$ cat src/rtl/output_compare_if.sv
// Output-compare control/status bundle: burst programming in, pin and status out.
// Latency: n/a (signal bundle only).
// Backpressure: none; start/stop are level-sampled commands, all status is registered.
//
// Ports (as seen by the compare block through the slave modport):
//   i_start, i_stop, i_cnt_en      burst commands and count enable
//   i_num, i_high, i_low           pulses per burst, high/low phase lengths
//   o_cmp_pin, o_oc_flg            compare pin and per-pulse flag
//   o_busy, o_done, o_cnt_data     burst status and emitted-pulse count
interface output_compare_if #(
    parameter int CNT_W = 16
);
    logic             i_start;
    logic             i_stop;
    logic             i_cnt_en;
    logic [CNT_W-1:0] i_num;
    logic [CNT_W-1:0] i_high;
    logic [CNT_W-1:0] i_low;
    logic             o_cmp_pin;
    logic             o_oc_flg;
    logic             o_busy;
    logic             o_done;
    logic [CNT_W-1:0] o_cnt_data;

    // Controller side (register file / testbench).
    modport master (
        output i_start, i_stop, i_cnt_en, i_num, i_high, i_low,
        input  o_cmp_pin, o_oc_flg, o_busy, o_done, o_cnt_data
    );

    // Pulse generator side.
    modport slave (
        input  i_start, i_stop, i_cnt_en, i_num, i_high, i_low,
        output o_cmp_pin, o_oc_flg, o_busy, o_done, o_cnt_data
    );
endinterface

$ cat src/rtl/output_compare.sv
// Output-compare burst generator: drives a registered pin with num pulses of high/low length.
// Latency: pin rises the cycle after start is sampled; every output is a flop (no comb path).
// Backpressure: none; i_cnt_en=0 freezes the timer/state/pin, i_stop aborts to IDLE next cycle.
//
// Ports:
//   i_sysclk    system clock, rising edge
//   i_sysrst_n  asynchronous active-low reset
//   oc          output_compare_if.slave: commands and programming in, pin/flag/status out
//               (the interface CNT_W must match this module's CNT_W)
module output_compare #(
    parameter int CNT_W = 16
) (
    input  logic           i_sysclk,
    input  logic           i_sysrst_n,
    output_compare_if.slave oc
);

    localparam logic [CNT_W-1:0] ONE = {{(CNT_W-1){1'b0}}, 1'b1};

    typedef enum logic [1:0] {
        ST_IDLE,
        ST_HIGH,
        ST_LOW
    } state_t;

    state_t           state;
    logic [CNT_W-1:0] timer;
    logic [CNT_W-1:0] num_sh;
    logic [CNT_W-1:0] high_sh;
    logic [CNT_W-1:0] low_sh;
    logic [CNT_W-1:0] cnt;
    logic             pin;
    logic             flg;
    logic             done;

    // Timer load value for a phase: a zero length behaves like a length of one.
    function automatic logic [CNT_W-1:0] phase_m1(input logic [CNT_W-1:0] len);
        return (len == '0) ? '0 : (len - ONE);
    endfunction

    always_ff @(posedge i_sysclk or negedge i_sysrst_n) begin
        if (!i_sysrst_n) begin
            state   <= ST_IDLE;
            timer   <= '0;
            num_sh  <= '0;
            high_sh <= '0;
            low_sh  <= '0;
            cnt     <= '0;
            pin     <= 1'b0;
            flg     <= 1'b0;
            done    <= 1'b0;
        end else begin
            // Flag and done are single-cycle strobes.
            flg  <= 1'b0;
            done <= 1'b0;

            if (oc.i_stop) begin
                // Abort wins over everything, including a start in IDLE.
                // The pulse count is left intact so software can read how far it got.
                state <= ST_IDLE;
                pin   <= 1'b0;
                timer <= '0;
            end else begin
                case (state)
                    ST_IDLE: begin
                        if (oc.i_start) begin
                            num_sh  <= oc.i_num;
                            high_sh <= oc.i_high;
                            low_sh  <= oc.i_low;
                            // Clear-then-increment for the first pulse collapses to 1.
                            cnt     <= ONE;
                            flg     <= 1'b1;
                            pin     <= 1'b1;
                            timer   <= phase_m1(oc.i_high);
                            state   <= ST_HIGH;
                        end
                    end

                    ST_HIGH: begin
                        if (oc.i_cnt_en) begin
                            if (timer == '0) begin
                                pin   <= 1'b0;
                                timer <= phase_m1(low_sh);
                                state <= ST_LOW;
                            end else begin
                                timer <= timer - ONE;
                            end
                        end
                    end

                    ST_LOW: begin
                        if (oc.i_cnt_en) begin
                            if (timer == '0) begin
                                if ((num_sh != '0) && (cnt == num_sh)) begin
                                    done  <= 1'b1;
                                    state <= ST_IDLE;
                                end else begin
                                    // Flag and increment happen on the transition, so a
                                    // HIGH phase frozen by i_cnt_en is only counted once.
                                    // Free-run (num=0) lets the counter wrap naturally.
                                    cnt   <= cnt + ONE;
                                    flg   <= 1'b1;
                                    pin   <= 1'b1;
                                    timer <= phase_m1(high_sh);
                                    state <= ST_HIGH;
                                end
                            end else begin
                                timer <= timer - ONE;
                            end
                        end
                    end

                    default: begin
                        state <= ST_IDLE;
                        pin   <= 1'b0;
                    end
                endcase
            end
        end
    end

    assign oc.o_cmp_pin  = pin;
    assign oc.o_oc_flg   = flg;
    assign oc.o_busy     = (state != ST_IDLE);
    assign oc.o_done     = done;
    assign oc.o_cnt_data = cnt;

endmodule

$ cat src/flat_wrapper.sv
// flat-port wrapper written by rule: the top's interface ports become plain ports
module output_compare_flat 
#(
    parameter int CNT_W = 16
)
  (i_sysclk, i_sysrst_n, oc_i_start, oc_i_stop, oc_i_cnt_en, oc_i_num, oc_i_high, oc_i_low, oc_o_cmp_pin, oc_o_oc_flg, oc_o_busy, oc_o_done, oc_o_cnt_data);
  output_compare_if #(.CNT_W(CNT_W)) oc_i ();
  input  logic i_sysclk;
  input  logic i_sysrst_n;
  input wire logic [$bits(oc_i.i_start)-1:0] oc_i_start;
  input wire logic [$bits(oc_i.i_stop)-1:0] oc_i_stop;
  input wire logic [$bits(oc_i.i_cnt_en)-1:0] oc_i_cnt_en;
  input wire logic [$bits(oc_i.i_num)-1:0] oc_i_num;
  input wire logic [$bits(oc_i.i_high)-1:0] oc_i_high;
  input wire logic [$bits(oc_i.i_low)-1:0] oc_i_low;
  output wire logic [$bits(oc_i.o_cmp_pin)-1:0] oc_o_cmp_pin;
  output wire logic [$bits(oc_i.o_oc_flg)-1:0] oc_o_oc_flg;
  output wire logic [$bits(oc_i.o_busy)-1:0] oc_o_busy;
  output wire logic [$bits(oc_i.o_done)-1:0] oc_o_done;
  output wire logic [$bits(oc_i.o_cnt_data)-1:0] oc_o_cnt_data;
  assign oc_i.i_start = oc_i_start;
  assign oc_i.i_stop = oc_i_stop;
  assign oc_i.i_cnt_en = oc_i_cnt_en;
  assign oc_i.i_num = oc_i_num;
  assign oc_i.i_high = oc_i_high;
  assign oc_i.i_low = oc_i_low;
  assign oc_o_cmp_pin = oc_i.o_cmp_pin;
  assign oc_o_oc_flg = oc_i.o_oc_flg;
  assign oc_o_busy = oc_i.o_busy;
  assign oc_o_done = oc_i.o_done;
  assign oc_o_cnt_data = oc_i.o_cnt_data;
  output_compare #(.CNT_W(CNT_W)) u_core (.i_sysclk(i_sysclk), .i_sysrst_n(i_sysrst_n), .oc(oc_i));
endmodule
$ cat config.mk
export PLATFORM = sky130hd
export DESIGN_NAME = output_compare_flat
export DESIGN_NICKNAME = d
export VERILOG_FILES = /design/src/rtl/output_compare_if.sv /design/src/rtl/output_compare.sv /design/src/flat_wrapper.sv
export SDC_FILE = /design/constraint.sdc
export NUM_CORES = 1
export LEC_CHECK = 0
export CAP_MARGIN = 20
export CORE_MARGIN = 3
export CORE_UTILIZATION = 35
export CTS_BUF_LIST = sky130_fd_sc_hd__clkbuf_8 sky130_fd_sc_hd__clkbuf_16
export CTS_CLUSTER_SIZE = 14
export DETAILED_ROUTE_END_ITERATION = 10
export GPL_ROUTABILITY_DRIVEN = 0
export PLACE_DENSITY = 0.62
export SYNTH_ARGS = -nofsm -noshare
export SYNTH_HDL_FRONTEND = slang
export SYNTH_SLANG_ARGS = --single-unit
$ cat constraint.sdc
create_clock -name i_sysclk -period 5.8 [get_ports i_sysclk]
set_input_delay 1.16 -clock i_sysclk [delete_from_list [all_inputs] [get_ports i_sysclk]]
set_output_delay 1.16 -clock i_sysclk [all_outputs]
set_load 0.01 [all_outputs]
# Word-level counts from Yosys, hierarchy flattened
# Index checks and enable logic that the tools add are counted.
word_totals:
  regBits: 85
  wordCells: 87
  output_inout_bits: 20
op_classes:
  eq_ne: 14
  addsub: 5
  bitwise_logic: 1
  muxes: 43
  n_reduce_logical: 15
op_table:
  columns: ["cell", "count"]
  rows:
  - ["16-bit two-way mux", 14]
  - ["16-bit logical NOT", 4]
  - ["16-bit by 1-bit subtractor with 16-bit output, second input constant", 4]
  - ["16-bit case mux with 3 select lines", 1]
  - ["16-bit case mux with 2 select lines", 1]
  - ["1-bit two-way mux", 18]
  - ["16-bit by 1-bit adder with 16-bit output, second input constant", 1]
  - ["16-bit equality test", 1]
  - ["16-bit nonzero test", 1]
  - ["2-bit two-way mux", 6]
  - ["3-bit inequality test, second input constant", 4]
  - ["6-bit AND reduction", 2]
  - ["5-bit AND reduction", 2]
  - ["2-bit inequality test, second input constant", 3]
  - ["3-bit by 2-bit inequality test with 1-bit output, second input constant", 2]
  - ["2-bit case mux with 3 select lines", 1]
  - ["4-bit inequality test, second input constant", 1]
  - ["2-bit nonzero test", 2]
  - ["4-bit nonzero test", 1]
  - ["1-bit case mux with 3 select lines", 1]
  - ["3-bit AND reduction", 1]
  - ["2-bit by 1-bit equality test with 1-bit output, second input constant", 1]
  - ["2-bit equality test, second input constant", 1]
  - ["2-bit logical NOT", 1]
  - ["4 further kinds", 4]

# Depth between registers and ports, before layout
depth:
  depth_word: 7
  ltp_mapped: 10

# Least setup slack after synthesis
# Ideal clock, no wire load.
synth_path:
  path_kind: "in2reg"
  start: "input port oc_i_high[4]"
  end: "register u_core.timer[10]"
  path_stages: 7
  setup_slack_ps: 2856
  arrival_time_ps: 2808
  required_ps: 5664
  cell_sequence: "nor4_1 > and3b_1 > and3_1 > clkbuf_1 > o21ai_0 > a31oi_1 > o32ai_1"
synth_between:
  elab_chain_cells: 5
  elab_cells_between_ends: 6
  cone_classes: "1 x add/sub; 4 x mux; 1 x reduce/logical"
synth_rtl:
  columns: ["element", "line_no", "rtl"]
  rows:
  - ["start, declared", "flat_wrapper.sv:14", "input wire logic [$bits(oc_i.i_high)-1:0] oc_i_high;"]
  - ["16-bit by 1-bit subtractor with 16-bit output or 16-bit logical NOT (tied branches)", "output_compare.sv:38", "return (len == '0) ? '0 : (len - ONE);"]
  - ["16-bit two-way mux (*)", "output_compare.sv:38", null]
  - ["16-bit two-way mux (*)", "output_compare.sv:66", "if (oc.i_start) begin"]
  - ["16-bit case mux with 3 select lines (*)", "output_compare.sv:64", "case (state)"]
  - ["16-bit two-way mux (*)", "output_compare.sv:57", "if (oc.i_stop) begin"]
  - ["end signal, assigned", "output_compare.sv:74", "timer <= phase_m1(oc.i_high);"]
  - ["end signal, assigned", "output_compare.sv:83", "timer <= phase_m1(low_sh);"]
  - ["end signal, assigned", "output_compare.sv:86", "timer <= timer - ONE;"]
  - ["end, declared", "output_compare.sv:27", "logic [CNT_W-1:0] timer;"]
# Every way passes the cells marked *; elsewhere a longest branch is shown, timed or not. The select of a mux whose other input is x is not followed.
# A chain may end at the register's enable or synchronous reset.

# Final worst setup path
layout_path:
  start: "register u_core.timer[0]"
  end: "register u_core.cnt[14] (netlist: u_core.oc.o_cnt_data[14])"
layout_between:
  elab_chain_cells: 3
layout_rtl:
  columns: ["element", "line_no", "rtl"]
  rows:
  - ["16-bit logical NOT", "output_compare.sv:93", "if (timer == '0) begin"]
  - ["2-bit by 1-bit inequality test with 1-bit output (no source line)", null, null]
  - ["6-bit AND reduction (no source line)", null, null]
  - ["end signal, assigned", "output_compare.sv:101", "cnt <= cnt + ONE;"]
  - ["end, declared", "output_compare.sv:31", "logic [CNT_W-1:0] cnt;"]
# Every way passes these cells.

==> metrics <==
initial core utilization=0.3610; critical path peak fanout=22; Post-synth EDFFs=0; CP cell instances=inv_1 -> ha_1 -> or4b_1 -> nor4_4 -> a31o_2 -> nand2_1 -> or4_1 -> a21oi_1; r2r startpoint=u_core.timer[0]; RSZ-0062 raised after global routing=false; worst-margin pin slew=1.038 ns; fillers=1514; HPWL Detailed=11.73 mm; R2R depth=8; fin crit period=3.548 ns; Hold Startpoint=u_core.low_sh[1]; total power=3287 uW; TritonRoute pass-1 iters=5; final-report max-slew violation count=0; Hold EP=u_core.low_sh[1]; Tcrit/Tclk final=0.6117; status=complete, no violations; Vias/cell=5.753; hold_buf cts=0; DR vias=4959; Final Hold Viols=0; Synth Warn #=0; die area=17340 um^2; Routed WL=15.78 mm; I/O Pins=73; path type of the worst setup path=register to register; drt initial violations=534; register area share after synthesis=0.3847; CTS sink cnt=85; root buf cell=clkbuf_16; cell count after synthesis=586; fin worst setup slack=2.252 ns; Tot GR Track Use=0.1798; Worst Setup End Kind=register; Synth-to-Final Area Change=21.75%; core footprint=15310 um^2; clock transition at the registers of the reported paths=0.06 ns; flops & latches, synth=85; clk_skew=0.006851 ns; setup tns final=0 ns; largest net degree at the start of global routing=86; setup slack, reg-to-reg=2.25 ns; gr ovfl total=0; Resize count post-CTS=0; CTS tree=yes; WP data required=6.06 ns; Post-DRT Antenna Nets=0; setup violators final=0; WP data arrival=3.81 ns; max-cap violations=0; static leakage=0.002610 uW; Post-synth top flop=dfrtp_1; antenna violations before repair=0; DIE WIDTH=131.7 um; Residual DRC=0; first-pass GRT wire length=25.50 mm; Worst Hold Class=register to register; slowest cell delay on critical path=0.72 ns; Synth async-reset ratio=1.000; H-tree depth=3; layout net count=714; Fmax=281.9 MHz; Post-CTS Setup Bufs=0; clock buffer depth=2; IR drop worst, VDD=0.2277 mV; Cell variety after synth=59; RR Endpoint=u_core.oc.o_cnt_data[14]; number of global-route vias before repair=4810; pre-CTS setup slack=1.919 ns; Pwr per Cell Area=488.3 nW/um^2; hold depth=1; crit start category=register; Inserted Diodes=0; Avg Inst Size Synth=9.435 um^2; drt wl/cell=18.31 um; Die Y=131.7 um; Buffers on Ports=72; CTS buffer count=9; layout cells sized above 1=0.1137; clk_lat worst skew=0.34 ns; Post-Syn Area=5529 um^2; Rows=45; Slew headroom=0.3019; Slowest-stage cell, CP=nor4_4; Mapped Nets=651
-- routing by layer --
| layer | track usage | part of all wire | up-vias | wire length, um |
|---|---|---|---|---|
| li1 | - | - | 2335 | - |
| met1 | 0.2564 | 0.46 | 2400 | 7316 |
| met2 | 0.2745 | 0.44 | 196 | 7018 |
| met3 | 0.03484 | 0.072 | 28 | 1140 |
| met4 | 0.05893 | 0.019 | 0 | 303 |
| met5 | 0 | 0 | - | 0 |
-- stage by stage --
step                std cells  utilization  hold WS (ns)  cell area (um^2)
floorplan                 586            -        0.4954              5529
global placement          848       0.4211        0.5290              6449
detailed placement        848       0.4211        0.5385              6449
CTS                       861       0.4377        0.5515              6704
global route              862       0.4395        0.5795              6731
finish                    862       0.4395        0.5482              6731
-- layout by cell type, fill, tap and decap left out, types with 3 or more instances in the layout --
| cell | instances |
|---|---|
| a31oi_1 | 7 |
| a21oi_1 | 17 |
| o31ai_1 | 5 |
| o21ai_0 | 21 |
| o41ai_1 | 4 |
| dfrtp_1 | 85 |
| o32ai_1 | 3 |
| nand2_1 | 38 |
| nand3b_1 | 3 |
| nor3b_1 | 4 |
| and3_1 | 6 |
| o21ai_1 | 3 |
| o221ai_1 | 7 |
| nor3_1 | 17 |
| nor4_1 | 27 |
| mux2i_1 | 3 |
| clkdlybuf4s50_1 | 71 |
| o31a_1 | 4 |
| nand3_1 | 33 |
| o21a_1 | 5 |
| or3_1 | 6 |
| xnor2_1 | 15 |
| buf_4 | 5 |
| nand2b_1 | 7 |
| xor2_1 | 46 |
| o211ai_1 | 9 |
| nor2_1 | 34 |
| mux2_2 | 48 |
| nand4b_1 | 3 |
| o22ai_1 | 13 |
| ha_1 | 12 |
| clkbuf_16 | 9 |
| nand4_1 | 16 |
| or4_1 | 11 |
| inv_1 | 17 |
-- sequential cells by signal, summed over array words and instances (netlist names) --
signal	flops
u_core.high_sh	16
u_core.low_sh	16
u_core.num_sh	16
u_core.oc.o_cnt_data	16
u_core.timer	16
u_core.state	2
u_core.oc.o_cmp_pin	1
u_core.oc.o_done	1
u_core.oc.o_oc_flg	1
-- cell type report --
class | count | area, um^2 | area share
clock inverter | 3 | 16.27 | 0.002416
tap | 211 | 264.0 | 0.03922
timing repair buffer | 77 | 775.7 | 0.1152
multi-input combinational | 458 | 3242 | 0.4816
sequential | 85 | 2127 | 0.3160
clock buffer | 10 | 239.0 | 0.03550
inverter | 18 | 67.56 | 0.01004
-- Yosys cell counts, drive strengths merged, types with 2 or more instances --
cell type,count,area (um^2)
nor3,17,85.08
o41ai,4,35.03
inv,16,60.06
xor2,46,402.9
nor4b,2,17.52
xnor2,15,131.4
a31oi,7,43.79
o32ai,3,26.28
o22ai,13,81.33
or4,12,93.84
nand3b,3,22.52
clkbuf,18,67.56
o31ai,5,37.54
and4,2,17.52
o21ai,24,120.1
buf,7,30.02
nor3b,4,30.03
nor2b,2,12.51
nand2b,7,43.79
nand2,38,142.6
a311oi,2,17.52
and3,6,37.54
a21oi,17,85.08
ha,12,150.1
nor2,34,127.6
nor4,29,202.7
o31a,4,35.03
or2,2,12.51
nand3,34,170.2
o211ai,9,67.56
nand4b,3,26.28
nand4,16,100.1
a211oi,2,15.01
o2111ai,2,17.52
mux2,48,540.5
clkinv,2,7.510
dfrtp,85,2127
mux2i,3,30.03
o21a,5,37.54
o221ai,7,61.31
or3,6,37.54
-- how the worst max path moves through the flow --
stage / start / end / slack, ns
after global routing: u_core.timer[0] / u_core.oc.o_cnt_data[14] / 1.99
after CTS: u_core.timer[0] / u_core.oc.o_cnt_data[14] / 2.26
after detailed placement: oc_i_stop / u_core.high_sh[13] / 1.92
after global placement: oc_i_stop / u_core.high_sh[4] / 1.98
after floorplan: oc_i_high[4] / u_core.timer[10] / 2.86
final: u_core.timer[0] / u_core.oc.o_cnt_data[14] / 2.25
-- worst max-delay path, delay by kind of cell (launching register included) --
| family | cells | cell delay (ns) |
|---|---|---|
| AO/OA/AOI/OAI | 2 | 0.45 |
| adder cells (fa/ha/maj) | 1 | 0.18 |
| buffers and inverters | 1 | 0.14 |
| flip-flops | 1 | 0.41 |
| AND/OR/NAND/NOR | 4 | 2.28 |
-- logic make-up (layout without fill, tap and decap cells) --
kind of cell | count (synthesis) | after routing | synth area share
AO/OA/AOI/OAI | 113 | 113 | 0.1389
buffers and inverters | 43 | 108 | 0.02987
adder cells (fa/ha/maj) | 12 | 12 | 0.02715
XOR/XNOR | 61 | 61 | 0.09663
AND/OR/NAND/NOR | 221 | 221 | 0.2195
flip-flops | 85 | 85 | 0.3847
multiplexers | 51 | 51 | 0.1032
-- power breakdown --
part	internal [uW]	leakage [uW]	switching, uW
Combinational	694	0.00142	926
Clock	292	0.000127	223
Sequential	833	0.00106	320
Note: power is estimated with default switching activity, not from simulation.
